==> src/rtl/mic1_pkg.sv <==
`timescale 1ns/1ps
// mic1_pkg: shared types and limits for the MIC1 pin bridge.
package mic1_pkg;

  localparam int unsigned MIC1_MAX_DATA_W = 32;
  localparam int unsigned MIC1_MAX_DEPTH  = 16;

  // Outbound serializer states
  typedef enum logic [1:0] {
    S_IDLE     = 2'd0,
    S_LOAD     = 2'd1,
    S_SEND     = 2'd2,
    S_WAIT_ACK = 2'd3
  } ser_state_e;

endpackage

==> src/rtl/mic1_sync2.sv <==
`timescale 1ns/1ps
// mic1_sync2: two-flop synchronizer for a single asynchronous level.
// Ports: clk, rst_n (async active-low), i_d async input, o_q synchronized output.
module mic1_sync2 (
  input  logic clk,
  input  logic rst_n,
  input  logic i_d,
  output logic o_q
);

  logic r_meta;
  logic r_q;

  always_ff @(posedge clk or negedge rst_n) begin
    if (!rst_n) begin
      r_meta <= 1'b0;
      r_q    <= 1'b0;
    end else begin
      r_meta <= i_d;
      r_q    <= r_meta;
    end
  end

  assign o_q = r_q;

endmodule

==> src/rtl/mic1_pin_bridge.sv <==
`timescale 1ns/1ps
// mic1_pin_bridge: bridges an 8-bit toggle-strobed pin interface to word-wide valid/ready streams.
// Ports: clk, rst_n (async active-low);
//   pin_in/pin_in_stb            inbound byte + toggle strobe from pins
//   pin_out/pin_out_stb/pin_out_ack  outbound byte, toggle strobe, toggle acknowledge
//   rx_data/rx_valid/rx_ready    assembled inbound word to the core
//   tx_data/tx_valid/tx_ready    outbound word from the core into the TX FIFO
//   rx_ovf/ovf_clr               sticky inbound overflow flag and its clear
//   tx_level                     TX FIFO occupancy
module mic1_pin_bridge
  import mic1_pkg::*;
#(
  parameter int unsigned DATA_W = 32,
  parameter int unsigned DEPTH  = 4
) (
  input  logic                   clk,
  input  logic                   rst_n,
  input  logic [7:0]             pin_in,
  input  logic                   pin_in_stb,
  output logic [7:0]             pin_out,
  output logic                   pin_out_stb,
  input  logic                   pin_out_ack,
  output logic [DATA_W-1:0]      rx_data,
  output logic                   rx_valid,
  input  logic                   rx_ready,
  input  logic [DATA_W-1:0]      tx_data,
  input  logic                   tx_valid,
  output logic                   tx_ready,
  output logic                   rx_ovf,
  input  logic                   ovf_clr,
  output logic [$clog2(DEPTH):0] tx_level
);

  localparam int unsigned BYTES = DATA_W / 8;
  localparam int unsigned CNT_W = (BYTES > 1) ? $clog2(BYTES) : 1;
  localparam int unsigned PTR_W = $clog2(DEPTH);
  localparam int unsigned LVL_W = PTR_W + 1;

  if (DATA_W < 8 || DATA_W > MIC1_MAX_DATA_W || (DATA_W % 8) != 0 ||
      DEPTH < 2 || DEPTH > MIC1_MAX_DEPTH || (DEPTH & (DEPTH - 1)) != 0) begin : g_bad_params
    $error("mic1_pin_bridge: unsupported DATA_W/DEPTH");
  end

  // Strobe/ack synchronizers and edge detection
  logic w_in_sync, w_ack_sync;
  logic r_in_prev, r_ack_prev;
  logic w_in_edge, w_ack_edge;

  mic1_sync2 u_sync_in  (.clk(clk), .rst_n(rst_n), .i_d(pin_in_stb),  .o_q(w_in_sync));
  mic1_sync2 u_sync_ack (.clk(clk), .rst_n(rst_n), .i_d(pin_out_ack), .o_q(w_ack_sync));

  always_ff @(posedge clk or negedge rst_n) begin
    if (!rst_n) begin
      r_in_prev  <= 1'b0;
      r_ack_prev <= 1'b0;
    end else begin
      r_in_prev  <= w_in_sync;
      r_ack_prev <= w_ack_sync;
    end
  end

  assign w_in_edge  = w_in_sync ^ r_in_prev;
  assign w_ack_edge = w_ack_sync ^ r_ack_prev;

  // Inbound assembly: lane r_cnt receives pin_in, little-endian
  logic [CNT_W-1:0]  r_cnt;
  logic [DATA_W-1:0] r_asm;
  logic [DATA_W-1:0] r_rx_data;
  logic              r_rx_valid;
  logic              r_rx_ovf;
  logic [DATA_W-1:0] w_word;
  logic              w_last_lane, w_rx_take, w_rx_load, w_ovf_set;

  always_comb begin
    w_word = r_asm;
    for (int b = 0; b < int'(BYTES); b++) begin
      if (r_cnt == CNT_W'(b)) w_word[b*8 +: 8] = pin_in;
    end
  end

  assign w_last_lane = (r_cnt == CNT_W'(BYTES - 1));
  assign w_rx_take   = r_rx_valid && rx_ready;
  assign w_rx_load   = w_in_edge && w_last_lane && (!r_rx_valid || w_rx_take);
  assign w_ovf_set   = w_in_edge && w_last_lane && r_rx_valid && !rx_ready;

  always_ff @(posedge clk or negedge rst_n) begin
    if (!rst_n) begin
      r_cnt      <= '0;
      r_asm      <= '0;
      r_rx_data  <= '0;
      r_rx_valid <= 1'b0;
      r_rx_ovf   <= 1'b0;
    end else begin
      if (w_in_edge) begin
        r_asm <= w_word;
        r_cnt <= w_last_lane ? '0 : CNT_W'(r_cnt + CNT_W'(1));
      end
      if (w_rx_load) begin
        r_rx_data  <= w_word;
        r_rx_valid <= 1'b1;
      end else if (w_rx_take) begin
        r_rx_valid <= 1'b0;
      end
      // A new overflow beats a simultaneous clear
      if (w_ovf_set)    r_rx_ovf <= 1'b1;
      else if (ovf_clr) r_rx_ovf <= 1'b0;
    end
  end

  // TX FIFO: circular buffer with wrap-bit pointers
  logic [DATA_W-1:0] r_mem [DEPTH];
  logic [PTR_W:0]    r_wr_ptr, r_rd_ptr;
  logic [LVL_W-1:0]  r_level, w_level_nxt;
  logic              r_tx_ready;
  logic              w_push, w_pop, w_empty;

  assign w_push  = tx_valid && r_tx_ready;
  assign w_empty = (r_wr_ptr == r_rd_ptr);

  always_comb begin
    w_level_nxt = r_level;
    if (w_push && !w_pop)      w_level_nxt = r_level + LVL_W'(1);
    else if (!w_push && w_pop) w_level_nxt = r_level - LVL_W'(1);
  end

  always_ff @(posedge clk) begin
    if (w_push) r_mem[r_wr_ptr[PTR_W-1:0]] <= tx_data;
  end

  // tx_ready stays low through reset and rises on the first clock after release
  always_ff @(posedge clk or negedge rst_n) begin
    if (!rst_n) begin
      r_wr_ptr   <= '0;
      r_rd_ptr   <= '0;
      r_level    <= '0;
      r_tx_ready <= 1'b0;
    end else begin
      if (w_push) r_wr_ptr <= r_wr_ptr + LVL_W'(1);
      if (w_pop)  r_rd_ptr <= r_rd_ptr + LVL_W'(1);
      r_level    <= w_level_nxt;
      r_tx_ready <= (w_level_nxt != LVL_W'(DEPTH));
    end
  end

  // Serializer FSM
  ser_state_e       r_state, w_state_nxt;
  logic [DATA_W-1:0] r_shift;
  logic [CNT_W-1:0]  r_idx;
  logic [7:0]        r_pin_out, w_out_byte;
  logic              r_pin_out_stb;
  logic              w_send, w_advance, w_idx_last;

  assign w_idx_last = (r_idx == CNT_W'(BYTES - 1));

  always_ff @(posedge clk or negedge rst_n) begin
    if (!rst_n) r_state <= S_IDLE;
    else        r_state <= w_state_nxt;
  end

  always_comb begin
    w_state_nxt = r_state;
    w_pop       = 1'b0;
    w_send      = 1'b0;
    w_advance   = 1'b0;
    case (r_state)
      S_IDLE: begin
        if (!w_empty) begin
          w_pop       = 1'b1;
          w_state_nxt = S_LOAD;
        end
      end
      S_LOAD: w_state_nxt = S_SEND;
      S_SEND: begin
        w_send      = 1'b1;
        w_state_nxt = S_WAIT_ACK;
      end
      S_WAIT_ACK: begin
        if (w_ack_edge) begin
          w_advance   = !w_idx_last;
          w_state_nxt = w_idx_last ? S_IDLE : S_SEND;
        end
      end
      default: w_state_nxt = S_IDLE;
    endcase
  end

  always_comb begin
    w_out_byte = '0;
    for (int b = 0; b < int'(BYTES); b++) begin
      if (r_idx == CNT_W'(b)) w_out_byte = r_shift[b*8 +: 8];
    end
  end

  always_ff @(posedge clk or negedge rst_n) begin
    if (!rst_n) begin
      r_shift       <= '0;
      r_idx         <= '0;
      r_pin_out     <= '0;
      r_pin_out_stb <= 1'b0;
    end else begin
      if (w_pop) begin
        r_shift <= r_mem[r_rd_ptr[PTR_W-1:0]];
        r_idx   <= '0;
      end
      if (w_send) begin
        r_pin_out     <= w_out_byte;
        r_pin_out_stb <= ~r_pin_out_stb;
      end
      if (w_advance) r_idx <= r_idx + CNT_W'(1);
    end
  end

  assign pin_out     = r_pin_out;
  assign pin_out_stb = r_pin_out_stb;
  assign rx_data     = r_rx_data;
  assign rx_valid    = r_rx_valid;
  assign rx_ovf      = r_rx_ovf;
  assign tx_ready    = r_tx_ready;
  assign tx_level    = r_level;

endmodule
==> config.mk <==
export PLATFORM = sky130hd
export DESIGN_NAME = mic1_pin_bridge
export DESIGN_NICKNAME = d
export VERILOG_FILES = /design/src/rtl/mic1_pkg.sv /design/src/rtl/mic1_sync2.sv /design/src/rtl/mic1_pin_bridge.sv
export SDC_FILE = /design/constraint.sdc
export NUM_CORES = 1
export LEC_CHECK = 0
export CAP_MARGIN = 20
export CORE_MARGIN = 3
export CORE_UTILIZATION = 35
export DETAILED_ROUTE_END_ITERATION = 8
export PLACE_DENSITY = 0.63
export SLEW_MARGIN = 20
export SYNTH_ARGS = -nofsm -noshare
export SYNTH_HDL_FRONTEND = slang
export SYNTH_SLANG_ARGS = --single-unit
==> constraint.sdc <==
create_clock -name clk -period 4.64 [get_ports clk]
set_clock_uncertainty 0.2 [all_clocks]
set_input_delay 0.928 -clock clk [delete_from_list [all_inputs] [get_ports clk]]
set_output_delay 0.928 -clock clk [all_outputs]
set_load 0.01 [all_outputs]
==> run summary, run 1 <==
Cell Rows - 60
Setup ws final - 1.966 ns
Combinational share of power - 0.315
Critical Path Max Stage Delay - 0.58 ns
Worst slack at placement - 1.878 ns
Met1 track demand over resource - 0.1654
Total iterations of the first detailed-routing run - 4
Gpl congestion - 0.7124
Core ar. - 0.02733 mm^2
Via count - 5137
Seq cells post-synth - 249
Delay-heaviest family, CP - buffers and inverters
Synth cell types - 35
Clock sink total - 249
Rel. slew slack - 0.4939
Fin crit share - 0.5762
Crit path max fanout - 6
Worst min-delay path class - register to register
M2 GR Usage - 0.2089
Post-CTS sizing - 0
First-pass GRT wire length - 30360 um
Routed WL - 18880 um
Register area - 0.006873 mm^2
Post-synth top area share - 0.3905
PortBufs - 93
CP Launch Type - register
Clk root buf - clkbuf_16
Syn_nets - 648
Die ar. - 0.03017 mm^2
Area contributors post-synth - edfxtp_1 39%, dfrtp_1 31%, mux2_2 7.7%, mux4_2 7.3%, mux2i_1 2.5%
Setup tns final - 0 ns
Cells after Synth - 586
Chip width - 173.7 um
I/O Pins - 94
Synthesized area - 0.009843 mm^2
Tightest Pin Transition - 0.7557 ns
Die Span Y - 173.7 um
Switch share - 0.2989
R2r setup slk - 2.24 ns
ANT nets after route - 0
Slowest-stage cell, CP - clkdlybuf4s50_1
Seq pwr share - 0.434
Routed wire length per instance - 17.51 um
Max Cap Viol - 0
Area of the multi-input gates - 0.002808 mm^2
Number of diodes - 0
Worst r2r path cells - 6
Fillers - 2412
Unrepaired setup endpoints after global routing - false
Post-CTS Setup Bufs - 0
FMAX - 374.0 MHz
Number of setup violations in the final report - 0
CTS H-tree lvls - 1
Worst-skew pair later-pin latency - 0.53 ns
CTS tree - done
Syn_area_per_cell - 16.80 um^2
GRT Overall Usage - 0.1242
Arrival @ worst endpoint - 1.55 ns
M3 GR Usage - 0.02497
Tmin final - 2.674 ns
Synthesis-to-layout area growth - 22.03%
Hold_ws - 0.1515 ns
Leakage - 4.485 nW
Largest net degree at the start of global routing - 57
YS warnings - 0
Peak supply drop - 0.0003513 V
DR DRC count - 0
Hold path depth - 0
Hold_buf cts - 0
Fin. Hold Viols - 0
Int Power - 0.005516 W
Initial antenna violation count - 1
CTS clk-pin slew, worst paths - 0.06 ns
Status - complete, no violations
WP buf/inv - 1
NumNets Final - 750
Clock tree buffer depth - 3
Post-synth top area cell - edfxtp_1
Share of cells above drive strength 1 - 0.2195
Via density - 4.765
Post-DP HPWL - 12080 um
Initial DRC Count - 309
NetSw - 0.002352 W
Sequential area share after synthesis - 0.6981
Overflow after GRT - 0
CTS Buf Count - 26
Worst setup EP type - primary output
Final Max Slew Viols - 0
Crit path required time - 3.51 ns
Initial core utilization - 0.3602
Critical Path Stages - 1
Cells along the critical path - clkdlybuf4s50_1
Core Util, Final - 0.4396
Clock power share - 0.251
PwrDens - 655.0 mW/mm^2
Busiest grt layer - met2
Vias in the first global route - 5534
WS Path Type - register to primary output
==> registers in the layout, indices dropped and copies added, names as in the netlist, 2 cells and up <==
signal and cells:
r_idx 2, tx_level 3, r_wr_ptr 3, r_asm 24, r_state 2, r_rd_ptr 3, r_shift 32, r_mem 128
pin_out 8, r_cnt 2, rx_data 32
==> cells in the mapped netlist <==
| cell type | count |
|---|---|
| clkbuf_1 | 18 |
| buf_2 | 7 |
| a311oi_4 | 1 |
| buf_1 | 1 |
| nor2_1 | 7 |
| and2_1 | 1 |
| and3_1 | 5 |
| dfrtp_1 | 121 |
| nand3_1 | 3 |
| buf_4 | 2 |
| nor2b_1 | 2 |
| buf_6 | 1 |
| o22ai_1 | 1 |
| a22o_1 | 1 |
| nand2b_1 | 1 |
| inv_1 | 9 |
| o31ai_2 | 1 |
| xor2_2 | 1 |
| nand3b_1 | 8 |
| mux2_2 | 67 |
| edfxtp_1 | 128 |
| nand2_1 | 51 |
| ha_1 | 15 |
| or3_1 | 1 |
| o21ai_1 | 1 |
| o21ai_0 | 26 |
| mux4_2 | 32 |
| a21oi_1 | 19 |
| o211ai_1 | 9 |
| xnor2_1 | 6 |
| mux2i_1 | 25 |
| xor2_1 | 5 |
| a31oi_1 | 1 |
| o21a_1 | 8 |
| nor4_1 | 1 |
==> cell families (layout without fill, tap and decap cells) <==
family	Yosys count	count (layout)	share of synthesized area
AOI/OAI and AO/OA	68	68	0.04246
xor gates and xnor gates	12	12	0.01144
adders and majority gates	15	15	0.01907
buffers and inverters	38	158	0.01690
DFF	249	249	0.6981
muxes	124	124	0.1753
and+or+nand+nor	80	80	0.03674
==> through the flow <==
step           total power (W)  cell area, um^2  std cells
2_1_floorplan         0.005021             9843        586
3_5_place_dp          0.005989            11180       1032
4_1_cts               0.007990            12010       1078
5_1_grt               0.008341            12010       1078
3_3_place_gp          0.005881            11180       1032
6_report              0.007868            12010       1078
==> routing by layer <==
metal  wire (um)  vias to the layer above
met5           7                        -
met4         470                        2
met3         800                       40
met2        9052                      123
met1        8546                     2569
li1            -                     2403
==> final timing paths <==
path | to | startpoint
setup / recovery | tx_level[1] | tx_level[1]
max in group asynchronous | rx_data[28] | rst_n
hold / removal | u_sync_in.o_q | u_sync_in.r_meta
hold reg to reg | u_sync_in.o_q | u_sync_in.r_meta
min in group asynchronous | r_asm[13] | rst_n
setup reg to reg | tx_ready | r_wr_ptr[1]
==> power by group through the flow <==
stage	Clock [W]	Sequential [W]	Combinational (W)
after detailed placement	0	0.00346	0.00253
after global placement	0	0.00343	0.00245
final	0.00197	0.00342	0.00248
after global routing	0.00212	0.00350	0.00272
after floorplan	0	0.00344	0.00158
after CTS	0.00203	0.00342	0.00254
==> layout make-up <==
type	count	share of cell area
clock inverters	6	0.003750
repair buffers	103	0.08354
well taps	372	0.03875
flip-flops and latches	249	0.5722
inverters	9	0.002813
clock buffers	40	0.06521
multi-input cells	299	0.2338
==> layout by cell type, fill, tap and decap left out, types with 3 or more instances in the layout <==
cell	synthesis	layout
edfxtp_1	128	128
dfrtp_1	121	120
clkdlybuf4s50_1	0	92
mux2_2	67	67
nand2_1	51	51
mux4_2	32	32
o21ai_0	26	26
clkbuf_16	0	26
mux2i_1	25	25
a21oi_1	19	19
ha_1	15	15
buf_4	2	11
inv_1	9	9
o211ai_1	9	9
nand3b_1	8	8
o21a_1	8	8
clkbuf_8	0	8
nor2_1	7	7
xnor2_1	6	6
clkbuf_1	18	6
xor2_1	5	5
and3_1	5	5
clkinv_2	0	4
nand3_1	3	3
(Power assumes the default switching activity.)
==> run 2, diff against run 1 <==
Clock period 4.64 ns to 2.7 ns, I/O delays scaled along.
==> run 2 against run 1 <==
Die area unchanged. Utilization is 0.59 points higher. First-iteration DRC count up 15%. Design area up 1.3%. Largest power group unchanged. Highest routed layer is now met4.
==> run summary, run 2 (same netlist as run 1, synthesis figures left out) <==
Status - complete, no violations
PwrDens - 1127 mW/mm^2 (+72%)
Clock sink total - 249 (unchanged)
Synthesis-to-layout area growth - 23.66%
I/O Pins - 94 (unchanged)
Hold Path Origin - u_sync_in.r_meta
Clock tree buffer depth - 3 (unchanged)
Initial DRC Count - 355 (+15%)
Crit path required time - 1.96 ns (-1.55 ns)
Total iterations of the first detailed-routing run - 4 (unchanged)
Rel. slew slack - 0.5214 (+0.02744)
Crit path max fanout - 6 (unchanged)
Fin crit share - 0.8545
Post-CTS sizing - 0 (unchanged)
Final Max Slew Viols - 0 (unchanged)
Dpl cells - 1037 (+0.48%)
Chip width - 173.7 um (unchanged)
Gpl congestion - 0.7316 (+2.7%)
Routed WL - 19460 um (+3.1%)
CP startpoint - tx_level[1]
Non-Filler Instances - 1086 (+0.74%)
Leakage - 4.554 nW (+1.5%)
Overflow after GRT - 0 (unchanged)
Slowest-stage cell, CP - clkdlybuf4s50_1
Via count - 5259 (+2.4%)
Hold_ws - 0.1472 ns (-0.004277 ns)
Initial core utilization - 0.3602 (unchanged)
Routed wire length per instance - 17.92 um (+2.3%)
Clk root buf - clkbuf_16
Unrepaired setup endpoints after global routing - false
Fin. Hold Viols - 0 (unchanged)
Post-DP HPWL - 12240 um (+1.4%)
Vias in the first global route - 5764 (+4.2%)
Worst-skew pair later-pin latency - 0.53 ns (about the same)
WP buf/inv - 1 (unchanged)
Critical Path Max Stage Delay - 0.59 ns (about the same)
PortBufs - 93 (unchanged)
Die Span Y - 173.7 um (unchanged)
Setup tns final - 0 ns (unchanged)
Largest net degree at the start of global routing - 63 (+11%)
Max reg flops - 128 (unchanged)
Cell Rows - 60 (unchanged)
Tmin final - 2.307 ns
NumNets Final - 756 (+0.80%)
DR DRC count - 0 (unchanged)
Post-CTS Setup Bufs - 0 (unchanged)
Worst slack at placement - 0.4687 ns (-1.409 ns)
Number of diodes - 0 (unchanged)
Initial antenna violation count - 0 (-1)
First-pass GRT wire length - 31510 um (+3.8%)
Via density - 4.843 (+1.6%)
Cells along the critical path - clkdlybuf4s50_1
Most frequent cells in the layout - 128 x edfxtp_1, 120 x dfrtp_1, 92 x clkdlybuf4s50_1, 67 x mux2_2, 51 x nand2_1
Peak supply drop - 0.0005579 V (+59%)
Delay-heaviest family, CP - buffers and inverters
Worst min-delay path class - register to register
Share of cells above drive strength 1 - 0.2227 (+0.003142)
Tightest Pin Transition - 0.7180 ns (-0.03774 ns)
FMAX - 433.4 MHz
Core ar. - 0.02733 mm^2 (unchanged)
Max Cap Viol - 0 (unchanged)
Worst r2r src - r_wr_ptr[1]
CTS clk-pin slew, worst paths - 0.06 ns (about the same)
Hold_buf cts - 1 (+1)
CP Launch Type - register
CTS H-tree lvls - 1 (unchanged)
Most common cell after layout, fill and taps aside - edfxtp_1
CTS tree - done
GRT Overall Usage - 0.1291 (+0.004992)
WS Path Type - register to primary output
Die ar. - 0.03017 mm^2 (unchanged)
Setup ws final - 0.3928 ns (-1.574 ns)
Core Util, Final - 0.4454 (+0.005861)
Arrival @ worst endpoint - 1.57 ns (+0.02 ns)
ANT nets after route - 0 (unchanged)
Worst setup EP type - primary output
Number of setup violations in the final report - 0 (unchanged)
CTS Buf Count - 26 (unchanged)
[run 2: layer usage]
metal,GRT usage,vias up,wire length (um),part of all wire
met5,0,-,0,0
met4,0.02748,0,374,0.019
met3,0.02694,34,982,0.050
met2,0.2258,139,9698,0.50
met1,0.1670,2675,8406,0.43
li1,-,2411,-,-
[run 2: layout make-up]
type | instances | area, um^2
Clock buffer | 35 | 744.5
Clock inverter | 13 | 111.4
Fill cell | 2406 | 15150
Inverter | 9 | 33.78
Multi-Input combinational cell | 299 | 2805
Sequential cell | 249 | 6873
Tap cell | 372 | 465.4
Timing Repair Buffer | 109 | 1139
[run 2: final timing paths]
check                      cells past startpoint       endpoint  slack (ns)
hold / removal                                 0  u_sync_in.o_q        0.15
hold reg to reg                                0  u_sync_in.o_q        0.15
max in group asynchronous                      3    r_rd_ptr[0]        1.41
setup / recovery                               1    tx_level[1]        0.39
min in group asynchronous                      2    r_wr_ptr[0]        0.24
setup reg to reg                               4    r_shift[25]        0.50
[run 2: power by group]
part	internal, W	leakage [nW]	total [W]	switching, W
clock network	0.00203	0.425	0.00345	0.00141
logic	0.00231	1.50	0.00440	0.00209
registers	0.00525	2.63	0.00587	0.000616
total	0.00960	4.55	0.0137	0.00412
[run 2: metrics by stage]
step / area (um^2) / power (W)
2_1_floorplan: 9843 / 0.008628
3_5_place_dp: 11310 / 0.01042
5_1_grt: 12170 / 0.01455
3_3_place_gp: 11310 / 0.01021
6_report: 12170 / 0.01372
4_1_cts: 12170 / 0.01394
==> run 3, diff against run 2 <==
Settings changed: CTS_BUF_LIST from default to sky130_fd_sc_hd__clkbuf_16.
==> run 3 against run 2 <==
Sequential cell count unchanged. Wire length down 0.54%. Combinational power about the same. First-iteration DRC count down 3.1%. Non-clock buffer count unchanged. Worst setup slack better by 0.0026 ns. Worst hold slack worse by 0.00093 ns. Die area unchanged.
==> run summary, run 3 (same netlist as run 1, synthesis figures left out) <==
Status - complete, no violations
Total iterations of the first detailed-routing run - 4 (unchanged)
Hold_buf cts - 1 (unchanged)
Peak supply drop - 0.0005592 V (+0.24%)
DR DRC count - 0 (unchanged)
Unrepaired setup endpoints after global routing - false
Routed wire length per instance - 17.82 um (-0.54%)
Post-CTS Setup Bufs - 0 (unchanged)
WP buf/inv - 1 (unchanged)
Dpl cells - 1037 (unchanged)
Die Span Y - 173.7 um (unchanged)
Delay-heaviest family, CP - buffers and inverters
Clk root buf - clkbuf_16
Worst slack at placement - 0.4687 ns (unchanged)
Tightest Pin Transition - 0.7205 ns (+0.002559 ns)
Hold Path Origin - u_sync_in.r_meta
Setup ws final - 0.3954 ns (+0.002641 ns)
Post-CTS sizing - 0 (unchanged)
Final Max Slew Viols - 0 (unchanged)
Via density - 4.837 (-0.11%)
Fin. Hold Viols - 0 (unchanged)
NumNets Final - 756 (unchanged)
Initial DRC Count - 344 (-3.1%)
Overflow after GRT - 0 (unchanged)
FF-to-FF End - r_shift[25]
Number of setup violations in the final report - 0 (unchanged)
Most common cell after layout, fill and taps aside - edfxtp_1
Slowest-stage cell, CP - clkdlybuf4s50_1
CTS Buf Count - 26 (unchanged)
Via count - 5253 (-0.11%)
Clock tree buffer depth - 3 (unchanged)
Most frequent cells in the layout - 128 x edfxtp_1, 120 x dfrtp_1, 92 x clkdlybuf4s50_1, 67 x mux2_2, 51 x nand2_1
Vias in the first global route - 5771 (+0.12%)
CTS clk-pin slew, worst paths - 0.06 ns (about the same)
Hold path depth - 0 (unchanged)
PortBufs - 93 (unchanged)
First-pass GRT wire length - 31490 um (about the same)
Gpl congestion - 0.7316 (unchanged)
Die ar. - 0.03017 mm^2 (unchanged)
Initial core utilization - 0.3602 (unchanged)
Clock sink total - 249 (unchanged)
Cell Rows - 60 (unchanged)
Tot Pwr - 0.01353 W (-1.4%)
Routed WL - 19360 um (-0.54%)
I/O Pins - 94 (unchanged)
Hold path endpoint - u_sync_in.o_q
Post-DP HPWL - 12240 um (unchanged)
PwrDens - 1117 mW/mm^2 (-0.89%)
ANT nets after route - 0 (unchanged)
Max Cap Viol - 0 (unchanged)
Largest net degree at the start of global routing - 63 (unchanged)
Core ar. - 0.02733 mm^2 (unchanged)
Worst setup EP type - primary output
Worst min-delay path class - register to register
Fin crit share - 0.8535 (-0.0009781)
Worst r2r src - r_wr_ptr[1]
Cells along the critical path - clkdlybuf4s50_1
R2r setup slk - 0.50 ns (about the same)
Worst-skew pair later-pin latency - 0.54 ns (about the same)
Setup tns final - 0 ns (unchanged)
Non-Filler Instances - 1086 (unchanged)
Initial antenna violation count - 0 (unchanged)
CP Launch Type - register
Arrival @ worst endpoint - 1.56 ns (about the same)
WS Path Type - register to primary output
Chip width - 173.7 um (unchanged)
CTS H-tree lvls - 1 (unchanged)
Crit path max fanout - 6 (unchanged)
Synthesis-to-layout area growth - 23.05%
Tmin final - 2.305 ns (-0.002641 ns)
GRT Overall Usage - 0.1289 (-0.0002832)
Crit path required time - 1.96 ns (about the same)
Max reg flops - 128 (unchanged)
Share of cells above drive strength 1 - 0.2143 (-0.008403)
FMAX - 433.9 MHz (+0.11%)
Rel. slew slack - 0.5197 (-0.001706)
Worst r2r path cells - 4 (unchanged)
Critical Path Max Stage Delay - 0.59 ns (about the same)
Leakage - 4.533 nW (-0.47%)
Number of diodes - 0 (unchanged)
CTS tree - done
-- run 3: stage by stage --
stage	hold WS (ns)	utilization	cell area, um^2
floorplan	0.04441	-	9843
global placement	0.1351	0.4137	11310
detailed placement	0.1372	0.4137	11310
CTS	0.1520	0.4432	12110
global route	0.1649	0.4432	12110
finish	0.1463	0.4432	12110
-- run 3: worst max path at each step --
stage                      from          end  slack, ns  cells after the start
floorplan           r_wr_ptr[0]  r_mem[2][0]       0.63                      3
detailed placement     tx_valid  tx_level[0]       0.47                      5
global route        tx_level[1]  tx_level[1]       0.35                      1
finish              tx_level[1]  tx_level[1]       0.40                      1
CTS                 tx_level[1]  tx_level[1]       0.37                      1
global placement       tx_valid     tx_ready       0.51                      5
-- run 3: layout make-up --
class | instances | area [um^2]
tap | 372 | 465.4
clock inverter | 22 | 145.1
timing repair buffer | 109 | 1139
multi-input combinational | 299 | 2805
sequential | 249 | 6873
fill | 2412 | 15210
inverter | 9 | 33.78
clock buffer | 26 | 650.6
-- run 3: worst register-to-register path: cells and delay by family (launching register included) --
family / cells / cell delay, ns
xor gates and xnor gates: 1 / 0.21
DFF: 1 / 0.43
AOI/OAI and AO/OA: 1 / 0.47
buffers and inverters: 1 / 0.38
muxes: 1 / 0.39
-- run 3: routing by layer --
layer	share of wire	up-vias	track usage	wire length (um)
li1	-	2409	-	-
met3	0.055	32	0.02694	1066
met1	0.43	2670	0.1673	8360
met2	0.49	142	0.2248	9578
met4	0.018	0	0.02681	350
met5	0	-	0	0
-- run 3: report_power, final --
| group | leakage [nW] | internal, W | total [W] | switching [W] |
|---|---|---|---|---|
| Clock | 0.404 | 0.00185 | 0.00326 | 0.00141 |
| Sequential | 2.63 | 0.00525 | 0.00587 | 0.000616 |
| Combinational | 1.50 | 0.00231 | 0.00440 | 0.00209 |
| Total | 4.53 | 0.00942 | 0.0135 | 0.00411 |
